--- src/rtl/softmax_sequencer_pkg.sv ---
// softmax_sequencer_pkg: shared FSM encoding and Q11.20 defaults for the softmax sequencer.
package softmax_sequencer_pkg;
    localparam int DEF_DATA_WIDTH = 32;
    localparam int FRACTION_BITS  = 20;
    localparam int DEF_DATA_NUM   = 10;
    localparam logic [31:0] ONE   = 32'd1 << FRACTION_BITS;
    typedef enum logic [2:0] {
        IDLE      = 3'd0,
        LOAD      = 3'd1,
        START     = 3'd2,
        WAIT_BUSY = 3'd3,
        WAIT_DONE = 3'd4,
        RESULT    = 3'd5
    } state_t;
endpackage

--- src/rtl/softmax_sequencer_logit_buffer.sv ---
// logit_buffer: DATA_NUM x DATA_WIDTH logit store, synchronous write, asynchronous read.
// Ports: clk; wr_en/wr_adr/wr_data write port; rd_adr/rd_data combinational read port
// (reads at or beyond DATA_NUM return 0). Contents are not reset.
module logit_buffer
    import softmax_sequencer_pkg::*;
#(
    parameter int DATA_WIDTH = DEF_DATA_WIDTH,
    parameter int DATA_NUM   = DEF_DATA_NUM,
    parameter int ADR_WIDTH  = 4
) (
    input  logic                  clk,
    input  logic                  wr_en,
    input  logic [ADR_WIDTH-1:0]  wr_adr,
    input  logic [DATA_WIDTH-1:0] wr_data,
    input  logic [ADR_WIDTH-1:0]  rd_adr,
    output logic [DATA_WIDTH-1:0] rd_data
);
    logic [DATA_WIDTH-1:0] mem [DATA_NUM];
    logic                  rd_in_range;

    assign rd_in_range = {1'b0, rd_adr} < (ADR_WIDTH + 1)'(DATA_NUM);
    assign rd_data     = rd_in_range ? mem[rd_adr] : '0;

    always_ff @(posedge clk) begin
        if (wr_en) mem[wr_adr] <= wr_data;
    end
endmodule

--- src/rtl/softmax_sequencer.sv ---
// softmax_sequencer: collects a frame of logits, kicks the softmax engine, tracks the argmax
// of the returned probabilities and presents the winning class and probability.
// Ports: clk, rst_n (async, active-low);
//   s_valid/s_ready/s_data/s_last  logit input stream;
//   sm_start/sm_done               engine start pulse and idle level;
//   sm_adrIn/sm_dataIn             engine read port into the logit buffer;
//   sm_adrOut/sm_dataOut/sm_wr     engine probability writes;
//   m_valid/m_ready/m_class/m_prob result handshake;
//   busy (not IDLE), err_len (sticky frame-length error).
module softmax_sequencer
    import softmax_sequencer_pkg::*;
#(
    parameter int DATA_WIDTH = DEF_DATA_WIDTH,
    parameter int DATA_NUM   = DEF_DATA_NUM,
    parameter int ADR_WIDTH  = 4
) (
    input  logic                  clk,
    input  logic                  rst_n,
    input  logic                  s_valid,
    output logic                  s_ready,
    input  logic [DATA_WIDTH-1:0] s_data,
    input  logic                  s_last,
    output logic                  sm_start,
    input  logic                  sm_done,
    input  logic [ADR_WIDTH-1:0]  sm_adrIn,
    output logic [DATA_WIDTH-1:0] sm_dataIn,
    input  logic [ADR_WIDTH-1:0]  sm_adrOut,
    input  logic [DATA_WIDTH-1:0] sm_dataOut,
    input  logic                  sm_wr,
    output logic                  m_valid,
    input  logic                  m_ready,
    output logic [ADR_WIDTH-1:0]  m_class,
    output logic [DATA_WIDTH-1:0] m_prob,
    output logic                  busy,
    output logic                  err_len
);
    localparam logic [ADR_WIDTH-1:0] LAST_IDX = ADR_WIDTH'(DATA_NUM - 1);

    state_t                state_q, state_d;
    logic [ADR_WIDTH-1:0]  count_q, count_d;
    logic [ADR_WIDTH-1:0]  best_class_q, best_class_d;
    logic [DATA_WIDTH-1:0] best_prob_q, best_prob_d;
    logic                  err_len_q, err_len_d;
    logic                  s_ready_q, sm_start_q, m_valid_q, busy_q;
    logic                  accept, at_last, argmax_win;
    logic [ADR_WIDTH-1:0]  wr_adr;

    assign accept     = s_valid & s_ready_q;
    assign wr_adr     = (state_q == IDLE) ? '0 : count_q;
    assign at_last    = (state_q == IDLE) ? (DATA_NUM == 1) : (count_q == LAST_IDX);
    // strict compare keeps the earliest writer on ties and leaves class 0 for an all-zero frame
    assign argmax_win = sm_wr && (state_q == WAIT_BUSY || state_q == WAIT_DONE)
                        && (sm_dataOut > best_prob_q);

    always_comb begin
        state_d      = state_q;
        count_d      = count_q;
        err_len_d    = err_len_q;
        best_prob_d  = argmax_win ? sm_dataOut : best_prob_q;
        best_class_d = argmax_win ? sm_adrOut : best_class_q;
        case (state_q)
            IDLE, LOAD: if (accept) begin
                count_d   = wr_adr + 1'b1;
                // the first word of a frame drops the previous frame's error
                err_len_d = (state_q == LOAD && err_len_q) | (at_last ? !s_last : s_last);
                state_d   = at_last ? START : LOAD;
            end
            START: begin
                best_prob_d  = '0;
                best_class_d = '0;
                state_d      = WAIT_BUSY;
            end
            WAIT_BUSY: state_d = sm_done ? WAIT_BUSY : WAIT_DONE;
            WAIT_DONE: state_d = sm_done ? RESULT : WAIT_DONE;
            RESULT:    state_d = m_ready ? IDLE : RESULT;
            default:   state_d = IDLE;
        endcase
    end

    always_ff @(posedge clk or negedge rst_n) begin
        if (!rst_n) begin
            state_q      <= IDLE;
            count_q      <= '0;
            best_prob_q  <= '0;
            best_class_q <= '0;
            err_len_q    <= 1'b0;
            s_ready_q    <= 1'b0;
            sm_start_q   <= 1'b0;
            m_valid_q    <= 1'b0;
            busy_q       <= 1'b0;
        end else begin
            state_q      <= state_d;
            count_q      <= count_d;
            best_prob_q  <= best_prob_d;
            best_class_q <= best_class_d;
            err_len_q    <= err_len_d;
            s_ready_q    <= (state_d == IDLE) || (state_d == LOAD);
            sm_start_q   <= (state_d == START);
            m_valid_q    <= (state_d == RESULT);
            busy_q       <= (state_d != IDLE);
        end
    end

    assign s_ready  = s_ready_q;
    assign sm_start = sm_start_q;
    assign m_valid  = m_valid_q;
    assign busy     = busy_q;
    assign err_len  = err_len_q;
    assign m_class  = best_class_q;
    assign m_prob   = best_prob_q;

    logit_buffer #(
        .DATA_WIDTH (DATA_WIDTH),
        .DATA_NUM   (DATA_NUM),
        .ADR_WIDTH  (ADR_WIDTH)
    ) u_buf (
        .clk     (clk),
        .wr_en   (accept),
        .wr_adr  (wr_adr),
        .wr_data (s_data),
        .rd_adr  (sm_adrIn),
        .rd_data (sm_dataIn)
    );
endmodule

--- config.mk ---
export PLATFORM = sky130hd
export DESIGN_NAME = softmax_sequencer
export DESIGN_NICKNAME = d
export VERILOG_FILES = /design/src/rtl/softmax_sequencer_pkg.sv /design/src/rtl/softmax_sequencer_logit_buffer.sv /design/src/rtl/softmax_sequencer.sv
export SDC_FILE = /design/constraint.sdc
export NUM_CORES = 1
export LEC_CHECK = 0
export BUFFER_PORTS_ARGS = -buffer_cell sky130_fd_sc_hd__buf_2
export CORE_ASPECT_RATIO = 1.5
export CORE_MARGIN = 10
export CORE_UTILIZATION = 34
export CTS_BUF_LIST = sky130_fd_sc_hd__clkbuf_8
export DETAILED_ROUTE_END_ITERATION = 6
export RECOVER_POWER = 50
export SLEW_MARGIN = 20
export SYNTH_ARGS = -nofsm -noshare
export SYNTH_HDL_FRONTEND = slang
export SYNTH_HIERARCHICAL = 1
export SYNTH_SLANG_ARGS = --single-unit
--- constraint.sdc ---
create_clock -name clk -period 11.55 [get_ports clk]
set_input_delay 1.155 -clock clk [delete_from_list [all_inputs] [get_ports clk]]
set_output_delay 1.155 -clock clk [all_outputs]
set_load 0.01 [all_outputs]
* Word-level counts from Yosys, hierarchy flattened *
Memory sizes are Yosys's and may differ from the RTL's.
Cells that the tools add are included.

word-level totals
  memories kept = 1
  RAM bits = 320
  output and inout bits = 73
  logic and storage cells = 52
  register bits = 48
  bits of input ports = 79

memory list
  memory     words  bits a word  rd ports  clocked after Yosys merged registers in  write ports  line                                  source
  u_buf.mem  10     32           1         0                                        1            softmax_sequencer_logit_buffer.sv:18  logic [DATA_WIDTH-1:0] mem [DATA_NUM];

cells by class
  bitwise logic cells = 2
  reductions and logical operators = 12
  order comparisons = 2
  equal/unequal tests = 9
  $add $sub $neg = 1
  multiplexer cells = 16

operators with widths
  operator               number
  $mux W32               3
  $gt A32 B32 Y1         1
  $pmux W3 S5            1
  $mux W4                3
  $eq A3 B2 Y1 const B   3
  $eq A3 B3 Y1 const B   3
  $mux W3                3
  $eq A3 B1 Y1 const B   2
  $logic_not A3 Y1       2
  $mux W1                5
  $add A4 B1 Y4 const B  1
  $eq A4 B4 Y1 const B   1
  $lt A4 B4 Y1 const B   1
  $logic_and A1 B1 Y1    3
  $reduce_bool A3 Y1     1
  $logic_or A1 B1 Y1     2
  $mux W2                1
  $reduce_and A2 Y1      1
  $reduce_bool A2 Y1     1
  $reduce_or A2 Y1       1
  $and A1 B1 Y1          1
  $logic_not A1 Y1       1
  $or A1 B1 Y1           1

* Longest topological paths before layout *
  depth after elaboration = 7
  depth in mapped cells = 10
  mapped depth without buffers = 8

* Cells and area by module *
The synthesis kept the hierarchy.

by module, submodules not included
  module             times used  area each (um^2)  cells an instance  seq. area each (um^2)
  logit_buffer       1           12431.9           636                9609.2
  softmax_sequencer  1           2994.1            327                1201.2

* Worst setup path after synthesis *
OpenSTA, ideal clock, no wires.

  path type = input-to-reg
  start = input port s_valid
  end = memory u_buf/mem[0][0] (netlist name) (enable)
  data required time = 11089 ps
  setup slack = 7058 ps
  data arrival time = 4031 ps
  library setup time = 461 ps
  buffers on the path = 0
  stages = 4
  path through = nand2_1 > inv_1 > or3b_2 > nor3_1

on the way
  word-level cells in the longest chain between the ends = 3

RTL lines
  element                        line                                  source
  from (decl)                    softmax_sequencer.sv:19               input logic s_valid,
  $and A1 B1 Y1                  softmax_sequencer.sv:48               assign accept = s_valid & s_ready_q;
  via accept                     softmax_sequencer.sv:45               logic accept, at_last, argmax_win;
  $mux W1                        softmax_sequencer_logit_buffer.sv:25  if (wr_en) mem[wr_adr] <= wr_data;
  $mux W1 (not written as such)  softmax_sequencer_logit_buffer.sv:25
  to (decl)                      softmax_sequencer_logit_buffer.sv:18

The timed path passes the listed nets, and every way through them passes these cells.

* Final worst setup path *
  start = input port sm_adrIn[0]
  end = output port sm_dataIn[22]

on the way
  word-level cells in the longest chain between the ends = 2
  elaborated cells on any way between the ends = 3
  those cells by class = order compare (1); mux (1); memory (1)

RTL lines
  element                                          line                                  source
  from (decl)                                      softmax_sequencer.sv:25               input logic [ADR_WIDTH-1:0] sm_adrIn,
  $mem_v2 Z10 W32 or $lt A4 B4 Y1 (tied branches)  --
  $mux W32 *                                       softmax_sequencer_logit_buffer.sv:22  assign rd_data = rd_in_range ? mem[rd_adr] : '0;
  to (decl)                                        softmax_sequencer.sv:26               output logic [DATA_WIDTH-1:0] sm_dataIn,

Mark *: on every way between the ends. The rest lies on a longest branch, timed or not.

==> reports/metrics.cfg <==
[timing]
fmax_mhz = 196.9
final_max_slew_viol_count = 49
clock_skew_ns = 0.01563
rsz0062_at_grt = no
slew_headroom_pct = -84.76
setup_viol = 0
period_minus_slack_ns = 5.080
tightest_slew_ns = 2.771
hold_violations = 0
finalSetupTns_ns = 0
finalCritPeriodShare_pct = 43.98

[synth]
synth_most_common_cell = edfxtp_1
yosys_most_used_dff = edfxtp_1
synthCells = 963
yosysTopAreaCell = edfxtp_1
ys.warnings.count = 6
synth_nets = 1075
synth_top_area_share_pct = 62.29
synthArstFlopShare_pct = 13.04
synth_edf_count = 320
netlist_area_um2 = 15430
syn_avg_cell_area_um2 = 16.02
yosysSeqAreaShare_pct = 70.08
ys_top_cells_by_count = edfxtp_1 (320), mux2_2 (74), inv_1 (71)
ys_seq_elements = 368
synth_cell_types = 44
yosys-top-cells-area = edfxtp_1 (62%), dfrtp_1 (7.8%), mux2_2 (5.4%)

[critical_path]
r2r_slack_ns = 8.47
worstPathMaxFanout = 87
critPathRequiredTime_ns = 10.40
crit_end = sm_dataIn[22]
crit_buf_inv = 3
startpoint = sm_adrIn[0]
crit_path_max_incr_delay_ns = 0.91
cpLargestDelayFamily = buffers and inverters
reg2regPathDepth = 8
rr_startpoint = m_prob[15]$_DFFE_PN0P_
cp.depth = 6
rr_endpoint = m_prob[28]$_DFFE_PN0P_
slowest_stage = buf_4
crit_type = in -> out
crit_path_cell_trace = buf_6 -> buf_4 -> mux2_2 -> o22ai_1 -> o32ai_1 -> buf_2
crit_path_start_kind = primary input
worstSetupEndpointType = output port
critical_path_arrival_ns = 3.93

[route]
drt-total-wl_um = 36790
drt_pass1_iterations = 4
drc = 0
viasPerCell = 4.944
wl_per_cell_um = 20.73
ant_nets = 0
num_vias = 8775
first_iter_violations = 318

[power]
seq_power_share_pct = 50.2
p_total_mw = 3.563
combPwrFrac_pct = 20.5
power.density_nw_per_um2 = 200.0
leakagePower_nw = 6.705
p_int_mw = 2.497
ir_worst_vdd_mv = 0.1246
clkPwrFrac_pct = 29.3
p_sw_share_pct = 29.90
power.switching_mw = 1.065

[floorplan]
die_y_um = 280.9
die_w_um = 193.9
die_area_um2 = 54470
io_pins = 152
row_count = 95
core_area_um2 = 44810
start_util_pct = 34.42

[final_layout]
nNetsFinal = 1257
area_delta_synth_final_pct = 15.47
drive_gt1_share_pct = 23.26

[cts]
cts_setup_buffers = 0
numCtsBuffers = 57
cts_num_sinks = 368
postCtsHoldBufs = 0
root_buffer = clkbuf_8
path_clk_slew_ns = 0.06
cts.path.max_buffers = 3
htree_levels = 2
tritoncts = done
clk_latency_ns = 0.60
post_cts_resized = 0

[job]
max_cap_violations = 1

[grt]
track_usage_pct = 13.21
grt_max_degree = 88
grt_first_pass_wirelength_um = 56160
antenna_found_initial = 3
gr-total-overflow = 0
grt_pass1_vias = 9395

[worst_hold_path]
worstHoldPathType = reg -> reg
worstHoldStart = count_q[3]$_DFFE_PN0P_

[placed_design]
gp_congestion = 0.6909
dp_hpwl_um = 20480
numPortBuffers = 151

[run_status]
status = finished with violations
violations = max-capacitance violations, max-slew violations

stage by stage:
step	utilization (%)	hold WS [ns]	cells	area [um2]	setup slack, ns
finish	39.75	0.5048	1775	17810	6.470
global route	39.74	0.5381	1774	17810	6.268
CTS	39.90	0.5055	1773	17880	6.388
detailed placement	37.48	0.4955	1668	16790	6.379
global placement	37.48	0.4804	1668	16790	6.384
floorplan	-	0.4630	963	15430	7.058
sequential cells by signal (all words and copies together), names as in the netlist, 3 cells and up:
name,count
state_q,3
u_buf/mem,320
m_class,4
count_q,4
m_prob,32
metal layers:
layer | up-vias | GRT usage [%] | share of wire (%)
met5 | - | 0 | 0.035
met2 | 221 | 23.76 | 52
li1 | 4067 | - | -
met1 | 4432 | 14.92 | 40
met3 | 53 | 3.482 | 6.1
met4 | 2 | 4.192 | 2.0
cells by family (layout without fill, tap and decap cells):
logic type	Yosys count	in the layout	synth area share, %
buffers and inverters	118	346	3.982
xor gates and xnor gates	2	2	0.1136
AOI/OAI and AO/OA	131	131	5.791
muxes	198	198	13.92
adders and majority gates	33	33	2.677
other	0	2	0
and+or+nand+nor	113	113	3.439
DFF	368	368	70.08
area by class of cell:
| cell class | count | area (um2) |
|---|---|---|
| clock buffers | 57 | 784.5 |
| multi-input cells | 477 | 4084 |
| diodes | 2 | 5.005 |
| inverters | 71 | 266.5 |
| repair buffers | 170 | 830.8 |
| flip-flops and latches | 368 | 10810 |
| well taps | 582 | 728.2 |
| clock inverters | 48 | 302.8 |
| fillers | 4234 | 27000 |
worst min-delay path by stage:
stage                                         to  cells past startpoint
after global placement    count_q[3]$_DFFE_PN0P_                      1
after detailed placement  count_q[3]$_DFFE_PN0P_                      1
after floorplan           count_q[3]$_DFFE_PN0P_                      1
after CTS                 count_q[3]$_DFFE_PN0P_                      1
after global routing         err_len$_DFFE_PN0P_                      1
final                     count_q[3]$_DFFE_PN0P_                      1
power groups by stage:
stage	logic (mW)	clock network [mW]	registers, mW
3_3_place_gp	0.749	0	1.80
6_report	0.732	1.04	1.79
2_1_floorplan	0.422	0	1.83
3_5_place_dp	0.762	0	1.81
4_1_cts	0.763	1.08	1.79
5_1_grt	0.821	1.14	1.81
layout by cell type (no fill, tap or decap), types with 19 or more instances in the layout:
master / n
edfxtp_1: 320
buf_2: 94
inv_1: 83
mux2_2: 74
mux2i_1: 69
o22ai_1: 64
clkbuf_8: 57
clkbuf_1: 57
nand2_1: 56
mux2_1: 54
dfrtp_1: 48
ha_1: 33
o32ai_1: 31
clkinv_1: 19
Power figures use the tool's default switching activity.
